===== src/rtl/fetch_pc_ctrl_pkg.sv =====
// Shared types and constants for the fetch PC controller.
// State encoding, reset/exception vectors, PC step and the 16b ripple adder.
package fetch_pkg;

  typedef enum logic [1:0] {
    FETCH    = 2'd0,
    WAIT_BUF = 2'd1,
    DRAIN    = 2'd2,
    HALT     = 2'd3
  } fetchState_t;

  localparam logic [15:0] RESET_PC    = 16'h0000;
  localparam logic [15:0] SIIC_VECTOR = 16'h0002;
  localparam logic [15:0] PC_INC      = 16'd2;

  // Carry out is dropped, so the sum wraps mod 2^16.
  function automatic logic [15:0] rippleAdd16(
    input logic [15:0] a,
    input logic [15:0] b
  );
    logic [15:0] s;
    logic        c;
    c = 1'b0;
    for (int i = 0; i < 16; i++) begin
      s[i] = a[i] ^ b[i] ^ c;
      c    = (a[i] & b[i]) | (c & (a[i] ^ b[i]));
    end
    return s;
  endfunction

endpackage


===== src/rtl/fetch_pc_ctrl_if.sv =====
// Fetch bus: imem req/done read channel plus the valid/ready decode channel.
// master = fetch controller side, slave = memory + decode side.
interface fetch_pc_ctrl_if #(
  parameter int W = 16
);
  import fetch_pkg::*;

  logic         imem_req;
  logic [W-1:0] imem_addr;
  logic         imem_done;
  logic [W-1:0] imem_rdata;
  logic         id_valid;
  logic         id_ready;
  logic [W-1:0] id_instr;
  logic [W-1:0] id_pc_plus2;

  modport master (
    output imem_req,
    output imem_addr,
    input  imem_done,
    input  imem_rdata,
    output id_valid,
    input  id_ready,
    output id_instr,
    output id_pc_plus2
  );

  modport slave (
    input  imem_req,
    input  imem_addr,
    output imem_done,
    output imem_rdata,
    input  id_valid,
    output id_ready,
    input  id_instr,
    input  id_pc_plus2
  );

endinterface


===== src/rtl/fetch_pc_ctrl_buf.sv =====
// One-entry decode buffer: instr + pc_plus2 with valid/ready and flush.
// Ports: fill/fillInstr/fillPcPlus2 load, flush clears, ready drains.
module fetch_buf #(
  parameter int W = 16
) (
  input  logic         clk,
  input  logic         rst_n,
  input  logic         fill,
  input  logic [W-1:0] fillInstr,
  input  logic [W-1:0] fillPcPlus2,
  input  logic         flush,
  input  logic         ready,
  output logic         valid,
  output logic [W-1:0] instr,
  output logic [W-1:0] pcPlus2
);
  import fetch_pkg::*;

  always_ff @(posedge clk) begin
    if (!rst_n) begin
      valid   <= 1'b0;
      instr   <= '0;
      pcPlus2 <= '0;
    end else begin
      if (flush) begin
        valid <= 1'b0;
      end else if (fill) begin
        valid <= 1'b1;
      end else if (ready) begin
        valid <= 1'b0;
      end
      // Payload only moves on a real fill; held while stalled.
      if (fill && !flush) begin
        instr   <= fillInstr;
        pcPlus2 <= fillPcPlus2;
      end
    end
  end

endmodule


===== src/rtl/fetch_pc_ctrl.sv =====
// Fetch PC controller: owns pc/epc, drives imem reads, feeds decode buffer.
// Ports: clk, rst_n, bus (imem + id channels), redir_*, halt, epc, halted.
module fetch_pc_ctrl #(
  parameter int           W           = 16,
  parameter logic [W-1:0] RESET_PC    = fetch_pkg::RESET_PC,
  parameter logic [W-1:0] SIIC_VECTOR = fetch_pkg::SIIC_VECTOR
) (
  input  logic           clk,
  input  logic           rst_n,
  fetch_pc_ctrl_if.master bus,
  input  logic           redir_valid,
  input  logic [W-1:0]   redir_pc,
  input  logic           redir_siic,
  input  logic           halt,
  output logic [W-1:0]   epc,
  output logic           halted
);
  import fetch_pkg::*;

  fetchState_t  state;
  fetchState_t  nextState;
  logic [W-1:0] pc;
  logic [W-1:0] nextPc;
  logic [W-1:0] pcPlus2;
  logic [W-1:0] reqAddr;
  logic [W-1:0] addrOut;
  logic         reqHeld;
  logic         haltSeen;
  logic         haltReq;
  logic         bufFree;
  logic         startOk;
  logic         reqOut;
  logic         done;
  logic         outstanding;
  logic         fill;

  assign pcPlus2 = rippleAdd16(pc, PC_INC);
  assign haltReq = halt | haltSeen;
  assign bufFree = !bus.id_valid | bus.id_ready;
  assign startOk = bufFree & !haltReq;

  assign done        = reqOut & bus.imem_done;
  assign outstanding = reqOut & !bus.imem_done;
  assign fill        = (state == FETCH) & done & !redir_valid;

  always_ff @(posedge clk) begin
    if (!rst_n) begin
      state <= FETCH;
    end else begin
      state <= nextState;
    end
  end

  always_comb begin
    nextState = state;
    unique case (state)
      FETCH: begin
        if (done) begin
          if (haltReq) begin
            nextState = HALT;
          end else if (bus.id_ready) begin
            nextState = FETCH;
          end else begin
            nextState = WAIT_BUF;
          end
        end else if (!reqOut) begin
          nextState = haltReq ? HALT : WAIT_BUF;
        end
      end
      WAIT_BUF: begin
        if (haltReq) begin
          nextState = HALT;
        end else if (bus.id_ready) begin
          nextState = FETCH;
        end
      end
      DRAIN: begin
        if (done) begin
          nextState = haltReq ? HALT : FETCH;
        end
      end
      HALT: begin
        nextState = HALT;
      end
      default: begin
        nextState = FETCH;
      end
    endcase
    // Redirect beats any fill; a live read must still be drained.
    if (redir_valid) begin
      if (outstanding) begin
        nextState = DRAIN;
      end else if (haltReq) begin
        nextState = HALT;
      end else begin
        nextState = FETCH;
      end
    end
  end

  always_comb begin
    reqOut  = 1'b0;
    addrOut = pc;
    halted  = 1'b0;
    unique case (state)
      FETCH: begin
        // Once started, a read stays up until done.
        reqOut = reqHeld | startOk;
      end
      DRAIN: begin
        reqOut  = 1'b1;
        addrOut = reqAddr;
      end
      WAIT_BUF: begin
        reqOut = 1'b0;
      end
      HALT: begin
        halted = 1'b1;
      end
      default: begin
        reqOut = 1'b0;
      end
    endcase
    if (!rst_n) begin
      reqOut = 1'b0;
    end
  end

  always_comb begin
    nextPc = pc;
    unique case (1'b1)
      redir_valid: nextPc = redir_siic ? SIIC_VECTOR : redir_pc;
      fill:        nextPc = pcPlus2;
      default:     nextPc = pc;
    endcase
  end

  always_ff @(posedge clk) begin
    if (!rst_n) begin
      pc       <= RESET_PC;
      epc      <= '0;
      reqHeld  <= 1'b0;
      reqAddr  <= RESET_PC;
      haltSeen <= 1'b0;
    end else begin
      pc       <= nextPc;
      reqHeld  <= reqOut & !bus.imem_done;
      haltSeen <= haltSeen | halt;
      if (redir_valid && redir_siic) begin
        epc <= redir_pc;
      end
      // Frozen in DRAIN so the stale read keeps its address.
      if (state != DRAIN) begin
        reqAddr <= pc;
      end
    end
  end

  assign bus.imem_req  = reqOut;
  assign bus.imem_addr = addrOut;

  fetch_buf #(
    .W(W)
  ) u_buf (
    .clk        (clk),
    .rst_n      (rst_n),
    .fill       (fill),
    .fillInstr  (bus.imem_rdata),
    .fillPcPlus2(pcPlus2),
    .flush      (redir_valid),
    .ready      (bus.id_ready),
    .valid      (bus.id_valid),
    .instr      (bus.id_instr),
    .pcPlus2    (bus.id_pc_plus2)
  );

endmodule


===== src/flat_wrapper.sv =====
// flat-port wrapper written by rule: the top's interface ports become plain ports
module fetch_pc_ctrl_flat import fetch_pkg::*;
#(
  parameter int           W           = 16,
  parameter logic [W-1:0] RESET_PC    = fetch_pkg::RESET_PC,
  parameter logic [W-1:0] SIIC_VECTOR = fetch_pkg::SIIC_VECTOR
)
  (clk, rst_n, redir_valid, redir_pc, redir_siic, halt, epc, halted, bus_imem_req, bus_imem_addr, bus_imem_done, bus_imem_rdata, bus_id_valid, bus_id_ready, bus_id_instr, bus_id_pc_plus2);
  fetch_pc_ctrl_if #(.W(W)) bus_i ();
  input  logic clk;
  input  logic rst_n;
  input  logic redir_valid;
  input  logic [W-1:0] redir_pc;
  input  logic redir_siic;
  input  logic halt;
  output logic [W-1:0] epc;
  output logic halted;
  output wire logic [$bits(bus_i.imem_req)-1:0] bus_imem_req;
  output wire logic [$bits(bus_i.imem_addr)-1:0] bus_imem_addr;
  input wire logic [$bits(bus_i.imem_done)-1:0] bus_imem_done;
  input wire logic [$bits(bus_i.imem_rdata)-1:0] bus_imem_rdata;
  output wire logic [$bits(bus_i.id_valid)-1:0] bus_id_valid;
  input wire logic [$bits(bus_i.id_ready)-1:0] bus_id_ready;
  output wire logic [$bits(bus_i.id_instr)-1:0] bus_id_instr;
  output wire logic [$bits(bus_i.id_pc_plus2)-1:0] bus_id_pc_plus2;
  assign bus_imem_req = bus_i.imem_req;
  assign bus_imem_addr = bus_i.imem_addr;
  assign bus_i.imem_done = bus_imem_done;
  assign bus_i.imem_rdata = bus_imem_rdata;
  assign bus_id_valid = bus_i.id_valid;
  assign bus_i.id_ready = bus_id_ready;
  assign bus_id_instr = bus_i.id_instr;
  assign bus_id_pc_plus2 = bus_i.id_pc_plus2;
  fetch_pc_ctrl #(.W(W), .RESET_PC(RESET_PC), .SIIC_VECTOR(SIIC_VECTOR)) u_core (.clk(clk), .rst_n(rst_n), .bus(bus_i), .redir_valid(redir_valid), .redir_pc(redir_pc), .redir_siic(redir_siic), .halt(halt), .epc(epc), .halted(halted));
endmodule

===== config.mk =====
export PLATFORM = sky130hd
export DESIGN_NAME = fetch_pc_ctrl_flat
export DESIGN_NICKNAME = d
export VERILOG_FILES = /design/src/rtl/fetch_pc_ctrl_pkg.sv /design/src/rtl/fetch_pc_ctrl_if.sv /design/src/rtl/fetch_pc_ctrl_buf.sv /design/src/rtl/fetch_pc_ctrl.sv /design/src/flat_wrapper.sv
export SDC_FILE = /design/constraint.sdc
export NUM_CORES = 1
export LEC_CHECK = 0
export BUFFER_PORTS_ARGS = -buffer_cell sky130_fd_sc_hd__buf_2
export CAP_MARGIN = 25
export CORE_MARGIN = 2
export CORE_UTILIZATION = 51
export CTS_CLUSTER_DIAMETER = 30
export DETAILED_ROUTE_END_ITERATION = 7
export GPL_TIMING_DRIVEN = 0
export PLACE_DENSITY_LB_ADDON = 0.12
export SYNTH_ARGS = -nofsm -noshare
export SYNTH_HDL_FRONTEND = slang
export SYNTH_SLANG_ARGS = --single-unit

===== constraint.sdc =====
create_clock -name clk -period 4.1 [get_ports clk]
set_input_delay 0.82 -clock clk [delete_from_list [all_inputs] [get_ports clk]]
set_output_delay 0.82 -clock clk [all_outputs]
set_load 0.02 [all_outputs]

==> metrics.md, run 1 <==
| Metric | Value |
|---|---|
| Critical-path cell list | `ha_1 > ha_1 > ha_1 > ha_1 > ha_1 > ha_1 > ha_1 > ha_1 > ha_1 > ha_1 > ha_1 > ha_1 > ha_1 > xnor2_1 > a211oi_1` |
| Area of the multi-input gates | `approximately 1700 um2` |
| # rows | `30` |
| R2R Path Start | `u_core.pc[1]$_SDFFE_PN0P_` |
| Type of the tightest min-delay check | `reg2reg` |
| DR DRC count | `0` |
| Buffers on Ports | `around 110` |
| Syn Nets | `456` |
| Hold Vio Cnt, Final | `0` |
| Largest incremental delay on the critical path | `~360 ps` |
| Vias in the first global route | `between 3000 and 4000` |
| CTS Buf Count | `9` |
| Max clock buf depth | `2` |
| Ys Warns | `0` |
| I/O Pins | `approximately 110` |
| Max-slew violations | `0` |
| Layout area overhead | `23.5%` |
| Final Util | `64.8%` |
| Setup Buffers After CTS | `0` |
| Commonest non-fill, non-tap cell in the layout | `buf_2` |
| Detailed Place HPWL | `6820 um` |
| Fin crit period | `3490 ps` |
| WL final | `slightly above 9000 um` |
| Reg2reg setup slack | `610 ps` |
| TritonCTS clock tree | `done` |
| Die area | `7630 um2` |
| Critical Path End Type | `flip-flop` |
| CTS Hold Bufs | `0` |
| P_leak | `2.02 nW` |
| Mapped cell area | `3540 um2` |
| Pre-CTS WS | `640 ps` |
| Htree depth | `3` |
| Power, Total | `approximately 1.8 mW` |
| Routability cong. | `~0.81` |
| Setup CP Type | `reg2reg` |
| Most frequent cells in the layout | `buf_2 (115), dfxtp_1 (85), nand2_1 (80), nand3_1 (34), o21ai_0 (28)` |
| Post-Syn Instances | `400` |
| Antenna diodes | `0` |
| DRT antenna net count | `0` |
| TNS Setup | `0 ps` |
| Core area | `approximately 6800 um2` |
| Peak VDD IR | `approximately 0.25 mV` |
| Synth area leaders | `dfxtp_1 (48%), nand2_1 (8.5%), ha_1 (6.0%)` |
| Initial drt markers | `183` |
| Initial antenna violation count | `0` |
| R2R cell count | `15` |
| CP Max Fanout | `5` |
| Initial Utilization | `about 52%` |
| Synthesized flop and latch total | `85` |
| Layout cells sized above 1 | `between 20% and 30%` |
| Distinct cells, synth | `38` |
| CP Buf/Inv Count | `0` |
| Register area share after synthesis | `between 40 and 50%` |
| Largest net degree at the start of global routing | `15` |
| DRT Pass-1 Iters | `5` |
| GR Overflow Total | `0` |
| Final #Nets | `~570` |
| Reg area | `about 1700 um2` |
| Fillcell total | `615` |
| Tcrit/Tclk final | `about 85%` |
| Vias/cell | `about 5.5` |
| Gr usage total | `between 20% and 30%` |
| Wire per inst | `roughly 15 um` |
| Most common cell type on the critical path | `ha_1` |
| Worst-Margin Slew | `approximately 590 ps` |
| Synth Area per Inst | `between 8 and 9 um2` |
| Power per cell area | `approximately 400 nW/um2` |
| Max Cap Viol | `0` |
| Vias | `3280` |
| Total clock sinks | `85` |
| RSZ-0062 raised after global routing | `no` |
| CTS-repair resized insts | `0` |
| Synth top area share | `about half` |
| Root buffer cell | `clkbuf_8` |
| Worst Setup SP | `u_core.pc[1]$_SDFFE_PN0P_` |
| Worst setup margin | `609 ps` |
| Die H | `between 80 and 90 um` |
| Clock Latency Late Sink | `360 ps` |
| Clk_skew | `16.1 ps` |
| Critical path's slowest cell | `dfxtp_1` |
| Setup Viol. Count Final | `0` |
| First-pass GRT wire length | `14700 um` |
| Status | `completed` |
| Rel. slew slack | `61.0%` |
| Clk pin slew, worst setup/hold paths | `about 90 ps` |
| Worst R2R End | `u_core.u_buf.pcPlus2[15]$_SDFFE_PN0P_` |
| Synth area leader | `dfxtp_1` |
| Total stage count of the critical path | `15` |
| Worst Path Arrival | `roughly 3800 ps` |
| Setup crit start kind | `flip-flop` |
| Die width | `87.4 um` |
| Family with the most delay on the worst path | `adder cells` |
| Fmax | `286 MHz` |
| Setup crit end | `u_core.u_buf.pcPlus2[15]$_SDFFE_PN0P_` |
| Req. time, crit path | `around 4400 ps` |
[worst min-delay path by stage]
stage	startpoint	endpoint	slack (ps)	cells past startpoint
CTS	u_core.u_buf.instr[15]$_SDFFE_PN0P_	u_core.u_buf.instr[15]$_SDFFE_PN0P_	450	2
detailed placement	u_core.u_buf.instr[15]$_SDFFE_PN0P_	u_core.u_buf.instr[15]$_SDFFE_PN0P_	440	2
floorplan	u_core.pc[0]$_SDFFE_PN0P_	u_core.u_buf.pcPlus2[0]$_SDFFE_PN0P_	460	2
global placement	u_core.u_buf.instr[15]$_SDFFE_PN0P_	u_core.u_buf.instr[15]$_SDFFE_PN0P_	430	2
finish	u_core.u_buf.instr[15]$_SDFFE_PN0P_	u_core.u_buf.instr[15]$_SDFFE_PN0P_	450	2
global route	u_core.u_buf.instr[15]$_SDFFE_PN0P_	u_core.u_buf.instr[15]$_SDFFE_PN0P_	460	2
[cells in the mapped netlist]
library cell  count
nor3_2            1
mux2_2           16
a211o_1           1
inv_2             1
clkinv_1          1
a211oi_4          1
nand3_1          34
a21o_1            2
and2_1           17
ha_1             17
o211ai_1         15
a31oi_1          13
dfxtp_1          85
nand4b_1          1
nor3b_1           1
or3_1             1
inv_1             2
buf_2            10
clkbuf_2          3
a32o_1            1
a221oi_1          3
a31o_1            1
o21ai_0          28
nand4_1           1
mux2i_1           1
xnor2_1           1
a21oi_1          21
and3_1            3
or2_2             1
nand2_1          80
a211oi_1          3
o2111ai_1         2
nor3_1            1
clkbuf_1         14
o21ai_1           5
nor2_1           10
nand2b_4          1
buf_4             1
[registers in the layout, indices dropped and copies added (netlist names)]
register	cells
u_core.epc	16
u_core.haltSeen	1
u_core.pc	16
u_core.reqAddr	16
u_core.reqHeld	1
u_core.state	2
u_core.u_buf.instr	16
u_core.u_buf.pcPlus2	16
u_core.u_buf.valid	1
[layout make-up]
type                    instances  area share [%]
multi-input cells             283            38.9
inverters                       4           0.343
clock inverters                 5            1.29
plain buffers                  28            2.86
well taps                      80            2.29
repair buffers                105            12.0
flip-flops and latches         85            38.9
clock buffers                  11            3.46
[power by group]
group / total [mW] / internal [mW] / switching (mW)
Sequential: 0.877 / 0.857 / 0.0196
Combinational: 0.265 / 0.0937 / 0.172
Clock: 0.614 / 0.315 / 0.299
Total: 1.76 / 1.27 / 0.490
[per-stage QoR]
stage | hold slack (ps) | instances | cell area, um2
after floorplan | 460 | 400 | 3540
after global placement | 435 | 585 | 4170
after detailed placement | 438 | 585 | 4170
after CTS | 449 | 601 | 4380
after global routing | 460 | 601 | 4380
final | 448 | 601 | 4380
[per-layer routing]
layer | vias up | routed length [um] | track usage (%)
met5 | - | 0 | 0
met3 | 14 | 588 | 5.50
li1 | 1641 | - | -
met1 | 1507 | 4390 | 34.2
met4 | 0 | 165 | 8.67
met2 | 118 | 4000 | 38.0
[kinds of logic after synthesis]
family                     after synthesis  share of synthesized area, %
muxes                                   17                          5.37
DFF                                     85                          48.0
AOI/OAI and AO/OA                       96                          16.7
xor gates and xnor gates                 1                         0.247
and+or+nand+nor                        152                          19.7
buffers and inverters                   32                          3.95
adders and majority gates               17                          6.00
[worst reg2reg max path, cell delays in order (launching register included)]
cell,delay [ps]
dfxtp_1,360
ha_1,220
ha_1,200
ha_1,200
ha_1,200
ha_1,200
ha_1,200
ha_1,200
ha_1,200
ha_1,190
ha_1,200
ha_1,210
ha_1,200
ha_1,240
xnor2_1,140
a211oi_1,240
(Power assumes the default switching activity.)
==> run 2: changes to the inputs <==
Settings changed: REMOVE_ABC_BUFFERS set to 1.
==> metrics.md, run 2 (synthesis results as in run 1) <==
| Metric | Value |
|---|---|
| DR DRC count | `0 (unchanged)` |
| Largest net degree at the start of global routing | `59 (was 15)` |
| Family with the most delay on the worst path | `adder cells (unchanged)` |
| Worst Setup SP | `u_core.pc[1]$_SDFFE_PN0P_ (unchanged)` |
| CTS-repair resized insts | `0 (unchanged)` |
| Logic pwr share | `15.8% (was 15.1%)` |
| Die area | `7630 um2 (unchanged)` |
| Worst R2R End | `u_core.u_buf.pcPlus2[15]$_SDFFE_PN0P_ (unchanged)` |
| Net Sw Frac | `27.0% (was 27.9%)` |
| Setup Buffers After CTS | `0 (unchanged)` |
| Max-slew violations | `0 (unchanged)` |
| Setup CP Type | `reg2reg (unchanged)` |
| Internal | `1.25 mW (was 1.27 mW)` |
| Commonest non-fill, non-tap cell in the layout | `buf_2 (unchanged)` |
| Most frequent cells in the layout | `buf_2 (105), dfxtp_1 (85), nand2_1 (80), nand3_1 (34), o21ai_0 (28) (was buf_2 (115), dfxtp_1 (85), nand2_1 (80), nand3_1 (34), o21ai_0 (28))` |
| # rows | `30 (unchanged)` |
| Fillcell total | `636 (was 615)` |
| Clock share of power | `33.0% (was 35.0%)` |
| DRT antenna net count | `0 (unchanged)` |
| Power per cell area | `395 nW/um2 (was 401 nW/um2)` |
| Critical-path cell list | `ha_1 > ha_1 > ha_1 > ha_1 > ha_1 > ha_1 > ha_1 > ha_1 > ha_1 > ha_1 > ha_1 > ha_1 > ha_1 > xnor2_1 > a211oi_1 (unchanged)` |
| Antenna diodes | `0 (unchanged)` |
| Sequential share of power | `51.2% (was 49.9%)` |
| Setup Viol. Count Final | `0 (unchanged)` |
| Post-route design area | `4330 um2 (was 4380 um2)` |
| Req. time, crit path | `4350 ps (was 4370 ps)` |
| Setup crit start kind | `flip-flop (unchanged)` |
| Layout area overhead | `22.2% (was 23.5%)` |
| Fin Hold WS | `448 ps (about the same)` |
| Placed cell count | `560 (was 585)` |
| Gr usage total | `23.0% (was 24.7%)` |
| Status | `completed (unchanged)` |
| Total clock sinks | `85 (unchanged)` |
| Initial Utilization | `52.4% (unchanged)` |
| Largest incremental delay on the critical path | `360 ps (about the same)` |
| WL final | `8710 um (was 9140 um)` |
| I/O Pins | `106 (unchanged)` |
| Fmax | `286 MHz (about the same)` |
| Vias/cell | `5.52 (was 5.46)` |
| Root buffer cell | `clkbuf_8 (unchanged)` |
| Wire per inst | `15.1 um (was 15.2 um)` |
| P_leak | `1.97 nW (was 2.02 nW)` |
| CP Buf/Inv Count | `0 (unchanged)` |
| Initial antenna violation count | `0 (unchanged)` |
| Final #Nets | `548 (was 572)` |
| RSZ-0062 raised after global routing | `no (unchanged)` |
| Reg area | `1700 um2 (unchanged)` |
| Area of the multi-input gates | `1710 um2 (was 1700 um2)` |
| Total stage count of the critical path | `15 (unchanged)` |
| Clk pin slew, worst setup/hold paths | `80 ps (was 90 ps)` |
| Reg2reg setup slack | `600 ps (was 610 ps)` |
| Detailed Place HPWL | `5850 um (was 6820 um)` |
| Buffers on Ports | `105 (unchanged)` |
| Initial drt markers | `153 (was 183)` |
| Critical Path End Type | `flip-flop (unchanged)` |
| Hold Vio Cnt, Final | `0 (unchanged)` |
| Vias | `3172 (was 3280)` |
| CTS Hold Bufs | `0 (unchanged)` |
| Fin crit period | `3500 ps (was 3490 ps)` |
| Vias in the first global route | `2919 (was 3040)` |
| Htree depth | `3 (unchanged)` |
| Fin cells | `575 (was 601)` |
| Peak VDD IR | `0.252 mV (was 0.253 mV)` |
| GR Overflow Total | `0 (unchanged)` |
| Clk_skew | `5.44 ps (was 16.1 ps)` |
| Worst Path Arrival | `3750 ps (was 3760 ps)` |
| Max clock buf depth | `2 (unchanged)` |
| TritonCTS clock tree | `done (unchanged)` |
| Type of the tightest min-delay check | `reg2reg (unchanged)` |
| Clock Latency Late Sink | `340 ps (was 360 ps)` |
| Rel. slew slack | `36.9% (was 61.0%)` |
| CP Max Fanout | `5 (unchanged)` |
| Worst-Margin Slew | `947 ps (was 585 ps)` |
| R2R Path Start | `u_core.pc[1]$_SDFFE_PN0P_ (unchanged)` |
| Critical path's slowest cell | `dfxtp_1 (unchanged)` |
| Core area | `6760 um2 (unchanged)` |
| Tcrit/Tclk final | `85.4% (was 85.1%)` |
| Psw | `0.461 mW (was 0.490 mW)` |
| Max Cap Viol | `0 (unchanged)` |
| Setup crit end | `u_core.u_buf.pcPlus2[15]$_SDFFE_PN0P_ (unchanged)` |
| First-pass GRT wire length | `13800 um (was 14700 um)` |
| Routability cong. | `0.836 (was 0.811)` |
| Placed Area | `4120 um2 (was 4170 um2)` |
| CTS Buf Count | `9 (unchanged)` |
| Most common cell type on the critical path | `ha_1 (unchanged)` |
| R2R cell count | `15 (unchanged)` |
| DRT Pass-1 Iters | `4 (was 5)` |
| Die width | `87.4 um (unchanged)` |
| Die H | `87.4 um (unchanged)` |
| Layout cells sized above 1 | `28.9% (was 29.9%)` |
## run 2: changes by cell type in the layout (fill, tap and decap cells not counted), sizes merged
cell      delta
buf          -7
clkbuf      -16
inv          -1
clkinv       -1
clkinvlp     -1
## run 2: worst min-delay path by stage
stage	endpoint	slack [ps]	startpoint	depth (start not counted)
2_1_floorplan	u_core.u_buf.pcPlus2[0]$_SDFFE_PN0P_	460	u_core.pc[0]$_SDFFE_PN0P_	2
3_5_place_dp	u_core.u_buf.instr[0]$_SDFFE_PN0P_	440	u_core.u_buf.instr[0]$_SDFFE_PN0P_	2
5_1_grt	u_core.epc[15]$_SDFFE_PN0P_	470	u_core.epc[15]$_SDFFE_PN0P_	2
3_3_place_gp	u_core.u_buf.instr[13]$_SDFFE_PN0P_	430	u_core.u_buf.instr[13]$_SDFFE_PN0P_	2
4_1_cts	u_core.u_buf.instr[0]$_SDFFE_PN0P_	450	u_core.u_buf.instr[0]$_SDFFE_PN0P_	2
6_report	u_core.u_buf.instr[0]$_SDFFE_PN0P_	450	u_core.u_buf.instr[0]$_SDFFE_PN0P_	2
## run 2: tightest hold or removal path: cells and delay by family (launching register included)
kind	cells	cell delay (ps)
flops	1	310
simple gates	1	50
compound gates	1	50
## run 2: routing by layer
metal / GRT usage (%) / part of all wire, % / routed length (um) / up-vias
li1: - / - / - / 1588
met1: 30.2 / 47 / 4050 / 1479
met2: 37.7 / 48 / 4170 / 90
met3: 3.13 / 3.6 / 314 / 15
met4: 9.93 / 2.0 / 176 / 0
met5: 0 / 0 / 0 / -
## run 2: layout make-up
type	instances	area share, %
clock inverter	2	0.809
sequential	85	39.3
tap	80	2.31
timing repair buffer	109	14.4
multi-input combinational	283	39.5
clock buffer	12	3.35
inverter	4	0.347
## run 2: through the flow
stage	setup TNS [ps]	total power [mW]	setup WS, ps	util [%]
2_1_floorplan	0	1.05	887	-
3_3_place_gp	-25700	1.14	-729	59.9
3_5_place_dp	0	1.15	289	61.0
4_1_cts	0	1.71	592	63.7
5_1_grt	0	1.78	426	64.1
6_report	0	1.71	600	64.1
## run 2: power groups by stage
| stage | sequential (mW) | combinational, mW | clock, mW |
|---|---|---|---|
| after detailed placement | 0.895 | 0.260 | 0 |
| after global routing | 0.879 | 0.295 | 0.604 |
| final | 0.876 | 0.270 | 0.564 |
| after CTS | 0.875 | 0.260 | 0.576 |
| after floorplan | 0.911 | 0.134 | 0 |
| after global placement | 0.893 | 0.246 | 0 |
